## config.mk

```make
export PLATFORM = sky130hd
export DESIGN_NAME = booth_seq_ctrl
export DESIGN_NICKNAME = d
export VERILOG_FILES = /design/src/rtl/booth_pkg.sv /design/src/rtl/iter_counter.sv /design/src/rtl/booth_seq_ctrl.sv
export SDC_FILE = /design/constraint.sdc
export NUM_CORES = 1
export LEC_CHECK = 0
export CAP_MARGIN = 20
export CORE_UTILIZATION = 39
export CTS_CLUSTER_DIAMETER = 150
export DETAILED_ROUTE_END_ITERATION = 6
export PLACE_DENSITY = 0.7
export SYNTH_ARGS = -nofsm -noshare
export SYNTH_HDL_FRONTEND = slang
export SYNTH_SLANG_ARGS = --single-unit
```

## constraint.sdc

```tcl
create_clock -name clk -period 1.3 [get_ports clk]
set_input_delay 0.26 -clock clk [delete_from_list [all_inputs] [get_ports clk]]
set_output_delay 0.26 -clock clk [all_outputs]
set_load 0.05 [all_outputs]
```

## src/rtl/booth_pkg.sv

```systemverilog
`default_nettype none
// ---------------------------------------------------------------------------
// booth_pkg : shared state, select codes and per-state control decode
// Rev 1.0
// ---------------------------------------------------------------------------
package booth_pkg;

  typedef enum logic [2:0] {
    IDLE  = 3'd0,
    LOAD  = 3'd1,
    TEST  = 3'd2,
    ADD   = 3'd3,
    SUB   = 3'd4,
    SHIFT = 3'd5,
    DONE  = 3'd6
  } state_e;

  localparam logic [1:0] SEL_HOLD  = 2'b00;
  localparam logic [1:0] SEL_LOAD  = 2'b01;
  localparam logic [1:0] SEL_SHR   = 2'b10;
  localparam logic [1:0] SEL_CLR   = 2'b11;

  localparam logic [1:0] QSEL_HOLD = 2'b00;
  localparam logic [1:0] QSEL_SHR  = 2'b10;
  localparam logic [1:0] QSEL_LOAD = 2'b11;

  typedef struct packed {
    logic       m_en;
    logic [1:0] a_sel;
    logic [1:0] q_sel;
    logic       alu_sub;
    logic       busy;
    logic       done;
  } ctrl_t;

  // Moore decode; registered by the FSM against the state being entered.
  function automatic ctrl_t ctrl_for(state_e s);
    ctrl_t c;
    c       = '0;
    c.busy  = (s != IDLE);
    c.a_sel = SEL_HOLD;
    c.q_sel = QSEL_HOLD;
    case (s)
      LOAD: begin
        c.m_en  = 1'b1;
        c.a_sel = SEL_CLR;
        c.q_sel = QSEL_LOAD;
      end
      ADD:  c.a_sel = SEL_LOAD;
      SUB: begin
        c.a_sel   = SEL_LOAD;
        c.alu_sub = 1'b1;
      end
      SHIFT: begin
        c.a_sel = SEL_SHR;
        c.q_sel = QSEL_SHR;
      end
      DONE: c.done = 1'b1;
      default: ;
    endcase
    return c;
  endfunction

endpackage
`default_nettype wire

```

## src/rtl/iter_counter.sv

```systemverilog
`default_nettype none
// ---------------------------------------------------------------------------
// iter_counter : CW-bit iteration counter with clear, increment, last flag
// Rev 1.0
// ---------------------------------------------------------------------------
module iter_counter #(
  parameter int CW   = 3,
  parameter int LAST = 7
) (
  input  logic          clk,
  input  logic          rst_b,
  input  logic          clr_i,
  input  logic          inc_i,
  output logic [CW-1:0] cnt_o,
  output logic          last_o
);

  logic [CW-1:0] cnt_q;

  always_ff @(posedge clk) begin
    if (!rst_b) begin
      cnt_q <= '0;
    end else if (clr_i) begin
      cnt_q <= '0;
    end else if (inc_i) begin
      cnt_q <= cnt_q + 1'b1;
    end
  end

  assign cnt_o  = cnt_q;
  assign last_o = (cnt_q == CW'(LAST));

endmodule
`default_nettype wire

```

## src/rtl/booth_seq_ctrl.sv

```systemverilog
`default_nettype none
// ---------------------------------------------------------------------------
// booth_seq_ctrl : radix-2 Booth multiplier sequencer (N test/op/shift rounds)
// Rev 1.0
// ---------------------------------------------------------------------------
module booth_seq_ctrl
  import booth_pkg::*;
#(
  parameter int N  = 8,
  parameter int CW = 3
) (
  input  logic          clk,
  input  logic          rst_b,
  input  logic          start,
  input  logic          q0,
  input  logic          q_1,
  output logic          m_en,
  output logic [1:0]    a_sel,
  output logic [1:0]    q_sel,
  output logic          alu_sub,
  output logic          busy,
  output logic          done,
  output logic [CW-1:0] iter
);

  state_e state_q, state_d;
  ctrl_t  ctrl_q;
  logic   iter_last;
  logic   iter_clr;
  logic   iter_inc;

  always_comb begin
    state_d = state_q;
    case (state_q)
      IDLE:  if (start) state_d = LOAD;
      LOAD:  state_d = TEST;
      TEST: begin
        case ({q0, q_1})
          2'b10:   state_d = SUB;
          2'b01:   state_d = ADD;
          default: state_d = SHIFT;
        endcase
      end
      ADD:   state_d = SHIFT;
      SUB:   state_d = SHIFT;
      SHIFT: state_d = iter_last ? DONE : TEST;
      DONE:  state_d = IDLE;
      default: state_d = IDLE;
    endcase
  end

  // Counter reads 0 throughout LOAD and parks at N-1 after the final shift.
  assign iter_clr = (state_d == LOAD);
  assign iter_inc = (state_q == SHIFT) && !iter_last;

  always_ff @(posedge clk) begin
    if (!rst_b) begin
      state_q <= IDLE;
      ctrl_q  <= '0;
    end else begin
      state_q <= state_d;
      ctrl_q  <= ctrl_for(state_d);
    end
  end

  iter_counter #(
    .CW   (CW),
    .LAST (N - 1)
  ) u_iter (
    .clk    (clk),
    .rst_b  (rst_b),
    .clr_i  (iter_clr),
    .inc_i  (iter_inc),
    .cnt_o  (iter),
    .last_o (iter_last)
  );

  assign m_en    = ctrl_q.m_en;
  assign a_sel   = ctrl_q.a_sel;
  assign q_sel   = ctrl_q.q_sel;
  assign alu_sub = ctrl_q.alu_sub;
  assign busy    = ctrl_q.busy;
  assign done    = ctrl_q.done;

endmodule
`default_nettype wire

```

# Word-level counts from Yosys, hierarchy flattened
# Index checks and enable logic that the tools add are counted.
# Widths: inputs -> output; s select.
[totals]
ff_bits = 14
in_bits = 5
wordCells = 39
[op_classes]
n_addsub = 1
eq_ne = 13
n_mux = 9
bitwise_logic = 1
n_reduce_logical = 7
[op_table]
columns = ["cell", "n"]
rows = [
  ["$eq 3x3->1 const B", 6],
  ["$pmux 3 s5", 1],
  ["$eq 3x2->1 const B", 3],
  ["$eq 3x1->1 const B", 2],
  ["$mux 3", 2],
  ["$pmux 2 s3", 1],
  ["$pmux 3 s2", 1],
  ["$reduce_or 2->1", 3],
  ["$pmux 2 s2", 1],
  ["$add 3x1->3 const B", 1],
  ["$logic_not 3->1", 1],
  ["$mux 1", 3],
  ["$reduce_bool 3->1", 1],
  ["$eq 2x1->1 const B", 1],
  ["$eq 2x2->1 const B", 1],
  ["$logic_and 1x1->1", 1],
  ["$logic_not 1->1", 1],
  ["$not 1->1", 1],
]

# Longest topological paths before layout
[depth]
depth_word = 6
ltp_mapped = 5
ltp_nobuf = 5

# Cells and area by module
# From an unflattened synthesis, not the netlist that was laid out.
[unflattened]
hier_cells = 53
area_unflattened_um2 = 515.5
[by_module_without_submodules]
columns = ["module", "n_inst", "cells_per_inst", "area_per_inst_um2", "seq_area_each_um2"]
rows = [
  ["booth_seq_ctrl", 1, 41, 384.1, 180.2],
  ["iter_counter", 1, 12, 131.4, 60.1],
]

# Worst setup path after synthesis
# No wires, ideal clock.
[synth_timing]
path_kind = "reg2reg"
startpoint = "register u_iter.cnt_q[0] (netlist: u_iter.cnt_o[0])"
endpoint = "register u_iter.cnt_q[2] (netlist: u_iter.cnt_o[2])"
setup_ns = 0.117
t_arrival_ns = 1.506
required_ns = 1.183
slack_ns = -0.323
stages_incl_launch_ff = 6
path_buffers = 0
path_cell_list = "dfxtp_1 -> ha_1 -> ha_1 -> and4bb_2 -> mux2i_1 -> nor2_1"
[synth_between]
elab_chain_len = 5
elab_cells_between_ends = 8
[synth_lines]
columns = ["element", "line_no", "text"]
rows = [
  ["from (decl)", "iter_counter.sv:18", "logic [CW-1:0] cnt_q;"],
  ["from (signal assigned)", "iter_counter.sv:26", "cnt_q <= cnt_q + 1'b1;"],
  ["$eq 3x3->1", "iter_counter.sv:31", "assign last_o = (cnt_q == CW'(LAST));"],
  ["$mux 3", "booth_seq_ctrl.sv:46", "SHIFT: state_d = iter_last ? DONE : TEST;"],
  ["$pmux 3 s5", "booth_seq_ctrl.sv:34", "case (state_q)"],
  ["$eq 3x1->1", "booth_seq_ctrl.sv:53", "assign iter_clr = (state_d == LOAD);"],
  ["$reduce_or 2->1 (no line)", "--", ""],
]
# Parallel ways exist; a longest one is shown, timed or not.
# A chain may end at the register's enable or synchronous reset.

# Final worst setup path
[layout_timing]
startpoint = "register u_iter.cnt_q[1] (netlist: u_iter.cnt_o[1])"
endpoint = "register u_iter.cnt_q[2] (netlist: u_iter.cnt_o[2])"
# Same word-level chain as after synthesis.

==> reports/results.ini <==
[die]
io_pins=16
die_x_um=39.70
die_y_um=39.70
num_rows=13
start_util_pct=42.07
core_area_sq_um=1318
die_area_sq_um=1576

[timing]
skew_ps=2.763
fin_crit_ps=1372
worst_slack_ps=-71.98
worstMarginPinSlew_ps=313.8
hold_violations=0
setup_viol=2
max_freq_mhz=728.9
rsz0062_at_grt=yes
slew_headroom_pct=79.05
fin_crit_sh_pct=105.5
slew_viol_final=0

[worst_setup_path]
start_kind=flip-flop
critPathArrivalTime_ps=1540
crit_fanout=3
crit_required_ps=1470
path_class=flip-flop to flip-flop
critPathCaptureType=flip-flop

[synth]
avgSynthCellArea_sq_um=10.46
yosys_register_bits=12
syn-cell-area_sq_um=554.3
seq_area_frac_synth_pct=43.34
yosysWarnings=0
synth_nets=60
synth_flop_cell=dfxtp_1
synthDistinctLibCells=28
synth_edf_count=0
syn_inst=53
synthArstFlopShare_pct=0

[route]
drt_iter0_markers=4
drtPass1Iterations=3
drt-total-wl_um=1187
routed_via_density=5.110
drc=0
vias=465
ant_nets=0
avgRoutedWirePerCell_um=13.04

[job]
max-cap-violations=0

[clock_network]
cts_made_buffers=3
cts.sinks=12
clock_tree.root_cell=clkbuf_4
clk_latency_ps=280
ctsHoldBuffers=0
htree_levels=1
clk_pin_slew_ps=70
clock_path_buffers=2
cts_tree=yes

[global_routing]
grt_pass1_vias=425
grt_pass1_wl_um=1800
track_usage_pct=18.37
grt-ovfl-total=0
antenna_found_initial=0
grt_max_degree=13

[cells_and_area]
fin_area_sq_um=948.4
antenna_cells=0
drive_gt1_share_pct=47.37
layout_commonest_cell=buf_12
syn_to_final_growth_pct=71.11
layout_common_cells=11 x buf_12, 8 x dfxtp_1, 7 x buf_4, 6 x nor2_1, 4 x clkdlybuf4s50_1
nNetsFinal=84

[power_and_ir_drop]
power_density_nw_per_um2=1083
p_leak_uw=0.0003657
ir_worst_vdd_uv=901.1

[placed_design]
port-buffer-count=15
pre_cts_ws_ps=-232.7
place_congestion=0.8494
dp_hpwl_um=829.1
post_dp_cell_area_sq_um=888.4

[worst_hold_path]
min_path_type=flip-flop to flip-flop

[run_status]
violations=negative setup slack
status=complete, but fails checks

-- cell usage after synthesis, drive strengths merged (2+ instances only) --
master,instances,share of area (%)
nand2b,2,3.6
ha,2,4.5
o21ai,3,4.1
dfxtp,12,43
and2,2,2.3
buf,4,5.6
nor2,6,4.1
nor3b,3,4.1
inv,2,1.4
mux2i,2,3.6
nor2b,2,2.3
-- per-layer routing --
| layer | wire length, um | share of wire, % | vias up | global-route usage [%] |
|---|---|---|---|---|
| met5 | 0 | 0 | - | 0 |
| li1 | - | - | 233 | - |
| met4 | 31 | 2.6 | 0 | 11.21 |
| met3 | 55 | 4.6 | 4 | 9.091 |
| met1 | 511 | 43 | 215 | 19.45 |
| met2 | 588 | 50 | 13 | 28.69 |
-- sequential cells by signal (all words and copies together), names as in the netlist --
| register | flops |
|---|---|
| q_sel | 1 |
| state_q | 3 |
| u_iter.cnt_o | 3 |
| alu_sub | 1 |
| busy | 1 |
| a_sel | 2 |
| done | 1 |
-- repair_timing --
item,4_1_cts,5_1_grt
setup endpoints to repair,3,5
pin swaps,1,3
buffers inserted,0,1
endpoints found under the hold margin,0,0
resized for setup,2,2
-- path summary, 6_finish.rpt --
path | from | end | slack [ps] | cells after the start
setup / recovery | u_iter.cnt_o[1] | u_iter.cnt_o[2] | -70 | 5
hold reg to reg | state_q[1] | alu_sub | 550 | 2
hold / removal | state_q[1] | alu_sub | 550 | 2
setup reg to reg | u_iter.cnt_o[1] | u_iter.cnt_o[2] | -70 | 5
-- cell type report --
cell class / instances / area (sq um)
Clock buffer: 4 / 36.28
Fill cell: 93 / 369.1
Inverter: 2 / 7.507
Multi-Input combinational cell: 35 / 311.5
Sequential cell: 12 / 250.2
Tap cell: 15 / 18.77
Timing Repair Buffer: 23 / 324.1
-- metrics by stage --
stage	hold slack [ps]	cells	setup TNS [ps]	utilization [%]	power [uW]
detailed placement	584.8	86	-1325	67.43	731.0
finish	550.2	91	-139.3	71.98	1027
floorplan	388.2	53	-192.3	-	591.2
global placement	551.7	86	-1154	67.43	728.8
global route	616.3	91	-348.7	71.98	1073
CTS	588.8	90	-132.9	71.04	1040
-- critical path, stage by stage (launching register included) --
cell and delay, ps:
dfxtp_4 350, ha_4 160, ha_4 150, and4bb_4 350
mux2i_1 200, nor2_1 60
-- report_power, final --
part	leakage [uW]	switching (uW)	internal, uW
logic	0.000244	142	157
registers	0.000101	42.4	390
clock network	0.0000210	125	171
-- kinds of logic (layout without fill, tap and decap cells) --
family | after synthesis | after routing | synth area share, %
simple gates | 23 | 23 | 28.90
flops | 12 | 12 | 43.34
compound gates | 7 | 7 | 11.06
buf+inv | 6 | 29 | 6.996
fa+ha+maj | 2 | 2 | 4.514
mux | 2 | 2 | 3.612
xor+xnor | 1 | 1 | 1.580
Note: power is estimated with default switching activity, not from simulation.
